## config.mk

```make
export PLATFORM = sky130hd
export DESIGN_NAME = reg_write_arbiter_flat
export DESIGN_NICKNAME = d
export VERILOG_FILES = /design/src/rtl/reg_write_arbiter_if.sv /design/src/rtl/reg_write_arbiter.sv /design/src/flat_wrapper.sv
export SDC_FILE = /design/constraint.sdc
export NUM_CORES = 1
export LEC_CHECK = 0
export CAP_MARGIN = 20
export CORE_MARGIN = 2
export CORE_UTILIZATION = 30
export CTS_BUF_LIST = sky130_fd_sc_hd__clkbuf_16
export DETAILED_ROUTE_END_ITERATION = 10
export HOLD_SLACK_MARGIN = 0.03
export PLACE_DENSITY_LB_ADDON = 0.25
export SLEW_MARGIN = 25
export SYNTH_ARGS = -nofsm -noshare
export SYNTH_HDL_FRONTEND = slang
export SYNTH_SLANG_ARGS = --single-unit
export TNS_END_PERCENT = 10
```

## constraint.sdc

```tcl
create_clock -name clk -period 5 [get_ports clk]
set_clock_uncertainty 0.1 [all_clocks]
set_input_delay 1.25 -clock clk [delete_from_list [all_inputs] [get_ports clk]]
set_output_delay 1.25 -clock clk [all_outputs]
set_load 0.02 [all_outputs]
```

## src/rtl/reg_write_arbiter_if.sv

```systemverilog
`default_nettype none
// ============================================================================
//  Module   : reg_write_arbiter_if
//  Purpose  : Bundle of requester-side and register-side signals of the
//             round-robin write arbiter for the shared latch register.
//  Modports : master - requester/observer side (drives req, req_data)
//             slave  - arbiter side (drives grant, ack, latch and status)
//  Signals  : req[NREQ]            write request per requester, level
//             req_data[NREQ*WIDTH] write data, requester i at [i*WIDTH +: WIDTH]
//             gnt[NREQ]            one-hot grant, LOAD through SETTLE
//             ack[NREQ]            one-hot 1-cycle write-complete pulse
//             reg_en               latch enable
//             reg_d[WIDTH]         latch data
//             busy                 arbiter not idle
//             owner[3]             index of last granted requester
//             wr_count[8]          completed writes, wrapping
//  Revision : 1.0 - initial release
// ============================================================================
interface reg_write_arbiter_if #(
    parameter int NREQ  = 4,
    parameter int WIDTH = 4
);
    logic [NREQ-1:0]       req;
    logic [NREQ*WIDTH-1:0] req_data;
    logic [NREQ-1:0]       gnt;
    logic [NREQ-1:0]       ack;
    logic                  reg_en;
    logic [WIDTH-1:0]      reg_d;
    logic                  busy;
    logic [2:0]            owner;
    logic [7:0]            wr_count;

    modport master (
        output req, req_data,
        input  gnt, ack, reg_en, reg_d, busy, owner, wr_count
    );

    modport slave (
        input  req, req_data,
        output gnt, ack, reg_en, reg_d, busy, owner, wr_count
    );
endinterface
`default_nettype wire

```

## src/rtl/reg_write_arbiter.sv

```systemverilog
`default_nettype none
// ============================================================================
//  Module   : reg_write_arbiter
//  Purpose  : Round-robin write arbiter/sequencer for a shared latch-based
//             register. Grants one requester at a time, drives a clean
//             enable pulse of HOLD_CYCLES cycles, holds data for one settle
//             cycle with the enable low, then pulses ack to the winner.
//  Ports    : clk  - system clock, rising edge
//             rst  - asynchronous active-high reset
//             bus  - reg_write_arbiter_if.slave (req/req_data in; gnt, ack,
//                    reg_en, reg_d, busy, owner, wr_count out)
//  Params   : NREQ (2..8), WIDTH, HOLD_CYCLES (1..15)
//  Revision : 1.0 - initial release
// ============================================================================
module reg_write_arbiter #(
    parameter int NREQ        = 4,
    parameter int WIDTH       = 4,
    parameter int HOLD_CYCLES = 1
) (
    input  logic                 clk,
    input  logic                 rst,
    reg_write_arbiter_if.slave   bus
);

    typedef enum logic [1:0] {
        S_IDLE   = 2'd0,
        S_LOAD   = 2'd1,
        S_SETTLE = 2'd2,
        S_ACK    = 2'd3
    } state_t;

    state_t           r_state;
    logic [NREQ-1:0]  r_gnt;
    logic [NREQ-1:0]  r_ack;
    logic             r_reg_en;
    logic [WIDTH-1:0] r_reg_d;
    logic             r_busy;
    logic [2:0]       r_owner;
    logic [7:0]       r_wr_count;
    logic [2:0]       r_ptr;
    logic [3:0]       r_cnt;

    logic [7:0]       w_req_ext;
    logic             w_found;
    logic [2:0]       w_sel;
    logic [3:0]       w_idx;
    logic [NREQ-1:0]  w_sel_oh;
    logic [WIDTH-1:0] w_data;
    logic [2:0]       w_ptr_next;

    // Zero-extend so any 3-bit index is in range regardless of NREQ.
    assign w_req_ext = 8'(bus.req);
    assign w_found   = |bus.req;

    // Rotating priority search. Walking offsets from high to low means the
    // smallest offset from r_ptr is written last and therefore wins.
    always_comb begin
        w_sel = 3'd0;
        w_idx = 4'd0;
        for (int i = NREQ - 1; i >= 0; i--) begin
            w_idx = {1'b0, r_ptr} + 4'(i);
            if (w_idx >= 4'(NREQ)) begin
                w_idx = w_idx - 4'(NREQ);
            end
            if (w_req_ext[w_idx[2:0]]) begin
                w_sel = w_idx[2:0];
            end
        end
    end

    // One-hot grant vector and data mux for the selected requester.
    always_comb begin
        w_sel_oh = '0;
        w_data   = '0;
        for (int i = 0; i < NREQ; i++) begin
            if (w_sel == 3'(i)) begin
                w_sel_oh[i] = 1'b1;
                w_data      = bus.req_data[i*WIDTH +: WIDTH];
            end
        end
    end

    assign w_ptr_next = (r_owner == 3'(NREQ - 1)) ? 3'd0 : r_owner + 3'd1;

    always_ff @(posedge clk or posedge rst) begin
        if (rst) begin
            r_state    <= S_IDLE;
            r_gnt      <= '0;
            r_ack      <= '0;
            r_reg_en   <= 1'b0;
            r_reg_d    <= '0;
            r_busy     <= 1'b0;
            r_owner    <= 3'd0;
            r_wr_count <= 8'd0;
            r_ptr      <= 3'd0;
            r_cnt      <= 4'd0;
        end else begin
            case (r_state)
                S_IDLE: begin
                    // reg_d is only ever loaded here, while reg_en is low.
                    if (w_found) begin
                        r_gnt    <= w_sel_oh;
                        r_reg_en <= 1'b1;
                        r_reg_d  <= w_data;
                        r_owner  <= w_sel;
                        r_busy   <= 1'b1;
                        r_cnt    <= 4'(HOLD_CYCLES - 1);
                        r_state  <= S_LOAD;
                    end
                end
                S_LOAD: begin
                    if (r_cnt == 4'd0) begin
                        r_reg_en <= 1'b0;
                        r_state  <= S_SETTLE;
                    end else begin
                        r_cnt <= r_cnt - 4'd1;
                    end
                end
                S_SETTLE: begin
                    // Data stays on reg_d one more cycle for latch hold time.
                    r_gnt      <= '0;
                    r_ack      <= r_gnt;
                    r_wr_count <= r_wr_count + 8'd1;
                    r_ptr      <= w_ptr_next;
                    r_state    <= S_ACK;
                end
                S_ACK: begin
                    r_ack   <= '0;
                    r_busy  <= 1'b0;
                    r_state <= S_IDLE;
                end
                default: begin
                    r_state <= S_IDLE;
                end
            endcase
        end
    end

    assign bus.gnt      = r_gnt;
    assign bus.ack      = r_ack;
    assign bus.reg_en   = r_reg_en;
    assign bus.reg_d    = r_reg_d;
    assign bus.busy     = r_busy;
    assign bus.owner    = r_owner;
    assign bus.wr_count = r_wr_count;

endmodule
`default_nettype wire

```

## src/flat_wrapper.sv

```systemverilog
// flat-port wrapper written by rule: the top's interface ports become plain ports
module reg_write_arbiter_flat 
#(
    parameter int NREQ        = 4,
    parameter int WIDTH       = 4,
    parameter int HOLD_CYCLES = 1
)
  (clk, rst, bus_req, bus_req_data, bus_gnt, bus_ack, bus_reg_en, bus_reg_d, bus_busy, bus_owner, bus_wr_count);
  reg_write_arbiter_if #(.NREQ(NREQ), .WIDTH(WIDTH)) bus_i ();
  input  logic clk;
  input  logic rst;
  input wire logic [$bits(bus_i.req)-1:0] bus_req;
  input wire logic [$bits(bus_i.req_data)-1:0] bus_req_data;
  output wire logic [$bits(bus_i.gnt)-1:0] bus_gnt;
  output wire logic [$bits(bus_i.ack)-1:0] bus_ack;
  output wire logic [$bits(bus_i.reg_en)-1:0] bus_reg_en;
  output wire logic [$bits(bus_i.reg_d)-1:0] bus_reg_d;
  output wire logic [$bits(bus_i.busy)-1:0] bus_busy;
  output wire logic [$bits(bus_i.owner)-1:0] bus_owner;
  output wire logic [$bits(bus_i.wr_count)-1:0] bus_wr_count;
  assign bus_i.req = bus_req;
  assign bus_i.req_data = bus_req_data;
  assign bus_gnt = bus_i.gnt;
  assign bus_ack = bus_i.ack;
  assign bus_reg_en = bus_i.reg_en;
  assign bus_reg_d = bus_i.reg_d;
  assign bus_busy = bus_i.busy;
  assign bus_owner = bus_i.owner;
  assign bus_wr_count = bus_i.wr_count;
  reg_write_arbiter #(.NREQ(NREQ), .WIDTH(WIDTH), .HOLD_CYCLES(HOLD_CYCLES)) u_core (.clk(clk), .rst(rst), .bus(bus_i));
endmodule
```

# ---- Word-level counts from Yosys, hierarchy flattened
# Index checks and enable logic that the tools add are counted.
dict set report word_totals {
  output_inout_bits 25
  word_cells 90
  inputBits 22
  reg_bits 34
}
dict set report op_classes {
  addsub 10
  muxes 38
  magnitude_cmp 8
  n_reduce_logical 14
  n_eq_ne 10
}
# cell count
set ops {}
lappend ops {{4-bit two-way mux} 7}
lappend ops {{3-bit two-way mux} 9}
lappend ops {{4-bit case mux with 2 select lines} 3}
lappend ops {{3-bit by 4-bit less-than comparator with 1-bit output, second input constant} 4}
lappend ops {{1-bit binary-select mux with 3-bit select} 4}
lappend ops {{4-bit by 3-bit >= comparator with 1-bit output, second input constant} 3}
lappend ops {{3-bit subtractor, second input constant} 4}
lappend ops {{1-bit two-way mux} 10}
lappend ops {{3-bit by 2-bit equality test with 1-bit output, second input constant} 3}
lappend ops {{3-bit by 2-bit adder with 4-bit output, second input constant} 2}
lappend ops {{8-bit by 1-bit adder with 8-bit output, second input constant} 1}
lappend ops {{2-bit case mux with 4 select lines} 1}
lappend ops {{2-bit AND reduction} 4}
lappend ops {{2-bit nonzero test} 4}
lappend ops {{3-bit AND reduction} 2}
lappend ops {{3-bit by 1-bit adder with 4-bit output, second input constant} 1}
lappend ops {{2-bit equality test, second input constant} 2}
lappend ops {{4-bit logical NOT} 1}
lappend ops {{2-bit two-way mux} 2}
lappend ops {{2-bit by 1-bit != test with 1-bit output, second input constant} 2}
lappend ops {{1-bit case mux with 2 select lines} 2}
lappend ops {{4-bit OR reduction} 1}
lappend ops {{4-bit by 1-bit subtractor with 4-bit output, second input constant} 1}
lappend ops {{3-bit by 1-bit adder with 3-bit output, second input constant} 1}
lappend ops {{other kinds (6)} 6}

# ---- Logic depth before layout (Yosys ltp)
dict set report logic_depth {
  depth_word 14
  ltp_mapped 11
}

# ---- Worst setup path before layout
# OpenSTA, ideal clock, no wires.
dict set report synth_path {
  path_type {input-to-reg}
  from {in bus_req[2]}
  to {reg u_core.r_gnt[0] (netlist: u_core.bus.gnt[0])}
  t_arrival_ps 2537
  t_required_ps 4805
  cell_stages 8
  setup_slack_ps 2268
  setup_time_ps 95
  n_path_buf 2
  cell_sequence {buf_2 -> mux2i_1 -> a221oi_1 -> o21ai_0 -> and4_1 -> buf_6 -> or2_1 -> o31ai_1}
}
dict set report synth_via {
  elab_chain_len 10
  elab_cells_between_ends 19
  classes_between {eq/ne: 1; mux: 15; reduce/logical: 3}
}
# item line
set synth_rtl {}
lappend synth_rtl {{start: declaration} flat_wrapper.sv:12} ;# input wire logic [$bits(bus_i.req)-1:0] bus_req;
lappend synth_rtl {{1-bit binary-select mux with 3-bit select} reg_write_arbiter.sv:65} ;# if (w_req_ext[w_idx[2:0]]) begin
lappend synth_rtl {{1-bit two-way mux (implied by the code)} reg_write_arbiter.sv:65}
lappend synth_rtl {{3-bit two-way mux (4 in series)} reg_write_arbiter.sv:65}
lappend synth_rtl {{3-bit logical NOT} reg_write_arbiter.sv:76} ;# if (w_sel == 3'(i)) begin
lappend synth_rtl {{1-bit two-way mux} reg_write_arbiter.sv:76}
lappend synth_rtl {{4-bit two-way mux} reg_write_arbiter.sv:101} ;# if (w_found) begin
lappend synth_rtl {{4-bit case mux with 2 select lines} reg_write_arbiter.sv:98} ;# case (r_state)
lappend synth_rtl {{end signal: assignment} reg_write_arbiter.sv:102} ;# r_gnt <= w_sel_oh;
lappend synth_rtl {{end: declaration} reg_write_arbiter.sv:33} ;# logic [NREQ-1:0] r_gnt;
# Several ways; a longest one is shown, not always the timed one. The select of a mux whose other input is x is not followed.
# A chain may end at the register's enable or synchronous reset.

# ---- Worst setup path after layout
dict set report layout_path {
  from {in bus_req[3]}
  to {reg u_core.r_reg_d[3] (netlist: u_core.bus.reg_d[3])}
}
dict set report layout_via {
  elab_chain_len 11
  elab_cells_between_ends 22
  classes_between {eq/ne: 3; mux: 16; reduce/logical: 3}
}
# item line
set layout_rtl {}
lappend layout_rtl {{1-bit binary-select mux with 3-bit select} reg_write_arbiter.sv:65}
lappend layout_rtl {{1-bit two-way mux (implied by the code)} reg_write_arbiter.sv:65}
lappend layout_rtl {{3-bit two-way mux (4 in series)} reg_write_arbiter.sv:65}
lappend layout_rtl {{3-bit logical NOT} reg_write_arbiter.sv:76}
lappend layout_rtl {{4-bit two-way mux (4 in series)} reg_write_arbiter.sv:76}
lappend layout_rtl {{end signal: assignment} reg_write_arbiter.sv:104} ;# r_reg_d <= w_data;
lappend layout_rtl {{end: declaration} reg_write_arbiter.sv:36} ;# logic [WIDTH-1:0] r_reg_d;
# Several ways; a longest one is shown, not always the timed one. The select of a mux whose other input is x is not followed.

==> summary.txt <==
Run status
  • Status: complete, no violations

Critical path
  • Reg2reg setup slack: approximately 1.9 ns
  • Critical Path Source: bus_req[3]
  • CP max stage cell: clkdlybuf4s50_1
  • WP data arrival: 3.41 ns
  • Crit-path max cell delay: 0.63 ns
  • Critical path class: input port to register
  • Setup crit end: u_core.bus.reg_d[3]$_DFFE_PP0P_
  • R2R Path Start: u_core.r_ptr[0]$_DFFE_PP0P_
  • Startpoint type of the worst setup path: input port
  • FF-to-FF End: u_core.bus.reg_d[3]$_DFFE_PP0P_
  • Worst setup EP type: register
  • CP required: about 5.1 ns
  • Crit-path cells: clkdlybuf4s50_1, and2_1, o21ai_1, a31oi_4, a21bo_2, a211o_1, a31oi_1
  • Max FO, Critical Path: 14
  • Reg2reg path depth: 8

Synthesis
  • #FFs+latches synth: 34
  • Post-Syn Area: 0.00221 mm2
  • Avg Inst Size Synth: ~9.5 um2
  • Post-synth EDFFs: 0
  • Ys async rst share: 100%
  • Netlist cell types: 55
  • Register area share after synthesis: approximately two fifths
  • Ys Warns: 0
  • Post-Syn Nets: 265
  • Synthesized instance count: 233
  • Dominant synthesized flop cell: dfrtp_1

Timing
  • Tmin final: 3.31 ns
  • Fin. Hold Viols: 0
  • Fmax: 302 MHz
  • Hold WS: 0.362 ns
  • Worst Tran Pin Value: 0.820 ns
  • Setup TNS: 0 ns
  • Period utilization: about two thirds
  • RSZ-0062 raised after global routing: false
  • # setup viols final: 0
  • Final Max Tran Viols: 0
  • Worst setup margin: 1.69 ns
  • Worst slew margin: 45.3%

Route
  • Remaining DRCs: 0
  • DR vias: 1807
  • DR WL/cell: approximately 13 um
  • Routed vias/inst: roughly 4.8
  • Drt pass-1 iters: 4
  • Final ANT Viol Nets: 0
  • DR iter-0 viols: a little over 90
  • DRT Wirelength: 4950 um

Finish
  • Nets: 307
  • Layout cells sized above 1: 8.00%
  • Cell Count, Final, Fillers Out: 374
  • Most frequent cells in the layout: clkdlybuf4s50_1, dfrtp_1, nor2_1
  • ANT cells: 0
  • Area delta synth->final: 29.9%
  • Commonest non-fill, non-tap cell in the layout: clkdlybuf4s50_1
  • Fill count: roughly 710

Global route
  • Wire length of the first global-routing pass: roughly 8000 um
  • Grt ovf: 0
  • Met2 track demand over resource: 19.0%
  • GR Layer Usage met3: 3.02%
  • Largest net degree at the start of global routing: 35
  • Most used routing layer: met2
  • All-layer global routing usage: 12.4%
  • Initial antenna violation count: 0
  • Vias in the first global route: 1698
  • Met1 Use GR: 17.2%

Clocking
  • Clock root buffer: clkbuf_16
  • Post-cts sizing count: 0
  • Clk buf depth: 2
  • Setup Buffers After CTS: 0
  • CTS H-tree lvls: 2
  • Clk sink count: 34
  • CTS tree: built
  • Cts bufs inserted: 5
  • Clock Pin Slew Worst Setup and Hold Paths: 0.05 ns
  • Later-pin clock latency in the skew report: 0.27 ns
  • Hold Buf Count CTS: 0

Pwr
  • VDD IR max: between 0.0002 and 0.00025 V
  • Pwr Total: ~0.0018 W
  • Total power per unit cell area: 633 mW/mm2
  • Leakage: around 1.2 nW

Floorplanning
  • Initial Util: between 30 and 40%
  • Core Footprint: 0.00718 mm2
  • FP Rows: 31
  • Die height: 89.8 um
  • Die ar.: around 0.0081 mm2
  • Die Wd: 89.8 um
  • Top-level port count: 47

Placed design
  • Gpl congestion: 0.824
  • Detailed Place HPWL: 3630 um
  • Input/output buffers: 46
  • Dpl cells: 367
  • DP Worst Slack: 1.42 ns

Flow run
  • Max_cap viols: 0

Min path
  • Min-delay worst type: register to register
-- cells in the mapped netlist (all sizes together) (5+ instances only) --
| cell | number | area (um2) |
|---|---|---|
| a21oi | 8 | 40.0 |
| a31oi | 7 | 58.8 |
| and2 | 5 | 31.3 |
| buf | 8 | 76.3 |
| dfrtp | 34 | 851 |
| ha | 10 | 125 |
| inv | 13 | 48.8 |
| mux2i | 8 | 92.6 |
| nand2 | 18 | 67.6 |
| nand2b | 5 | 31.3 |
| nand3 | 5 | 25.0 |
| nor2 | 23 | 86.3 |
| o21ai | 13 | 68.8 |
| o31ai | 9 | 72.6 |
-- routing by layer --
metal / vias up / part of all wire (%)
met4: 0 / 1.2
met2: 47 / 44
li1: 924 / -
met1: 831 / 50
met3: 5 / 4.8
met5: - / 0
-- critical path: cells and delay by family --
family | cells | cell delay (ns)
buf+inv | 1 | 0.63
simple gates | 1 | 0.29
compound gates | 5 | 1.23
-- layout make-up --
type	instances	area [um2]	area share [%]
multi-input combinational	174	1210	42.4
sequential	34	851	29.7
timing repair buffer	47	468	16.3
clock buffer	5	125	4.37
tap	99	124	4.32
inverter	13	48.8	1.70
clock inverter	2	33.8	1.18
-- flip-flops by register name, indices dropped and copies added, names as in the netlist --
| register | count |
|---|---|
| u_core.bus.reg_en | 1 |
| u_core.bus.owner | 3 |
| u_core.bus.reg_d | 4 |
| u_core.r_state | 2 |
| u_core.r_ptr | 3 |
| u_core.bus.ack | 4 |
| u_core.r_cnt | 4 |
| u_core.bus.busy | 1 |
| u_core.bus.wr_count | 8 |
| u_core.bus.gnt | 4 |
-- how the worst min path moves through the flow --
stage | startpoint | to | slack, ns | depth (start not counted)
after floorplan | u_core.r_cnt[3]$_DFFE_PP0P_ | u_core.r_cnt[3]$_DFFE_PP0P_ | 0.34 | 1
after global placement | u_core.bus.wr_count[7]$_DFFE_PP0P_ | u_core.bus.wr_count[7]$_DFFE_PP0P_ | 0.36 | 1
after detailed placement | u_core.bus.wr_count[7]$_DFFE_PP0P_ | u_core.bus.wr_count[7]$_DFFE_PP0P_ | 0.36 | 1
after CTS | u_core.bus.wr_count[7]$_DFFE_PP0P_ | u_core.bus.wr_count[7]$_DFFE_PP0P_ | 0.37 | 1
after global routing | u_core.r_cnt[3]$_DFFE_PP0P_ | u_core.r_cnt[3]$_DFFE_PP0P_ | 0.38 | 1
final | u_core.bus.wr_count[7]$_DFFE_PP0P_ | u_core.bus.wr_count[7]$_DFFE_PP0P_ | 0.36 | 1
-- logic make-up (layout without fill, tap and decap cells) --
kind of cell	after synthesis	count (layout)	share of synthesized area, %
flip-flops	34	34	38.6
XOR/XNOR	8	8	3.18
AO/OA/AOI/OAI	65	65	21.7
multiplexers	11	11	5.73
AND/OR/NAND/NOR	80	80	18.8
adder cells (fa/ha/maj)	10	10	5.67
buffers and inverters	25	67	6.35
-- per-stage QoR --
stage | util [%] | area [um2]
floorplan | - | 2210
global placement | 37.7 | 2710
detailed placement | 37.7 | 2710
CTS | 39.9 | 2870
global route | 39.9 | 2870
finish | 39.9 | 2870
-- where the power goes --
group / internal, W / total, W / switching [W]
clock network: 0.000230 / 0.000334 / 0.000104
logic: 0.000447 / 0.000986 / 0.000539
registers: 0.000383 / 0.000493 / 0.000110
total: 0.00106 / 0.00181 / 0.000753
Power figures use the tool's default switching activity.
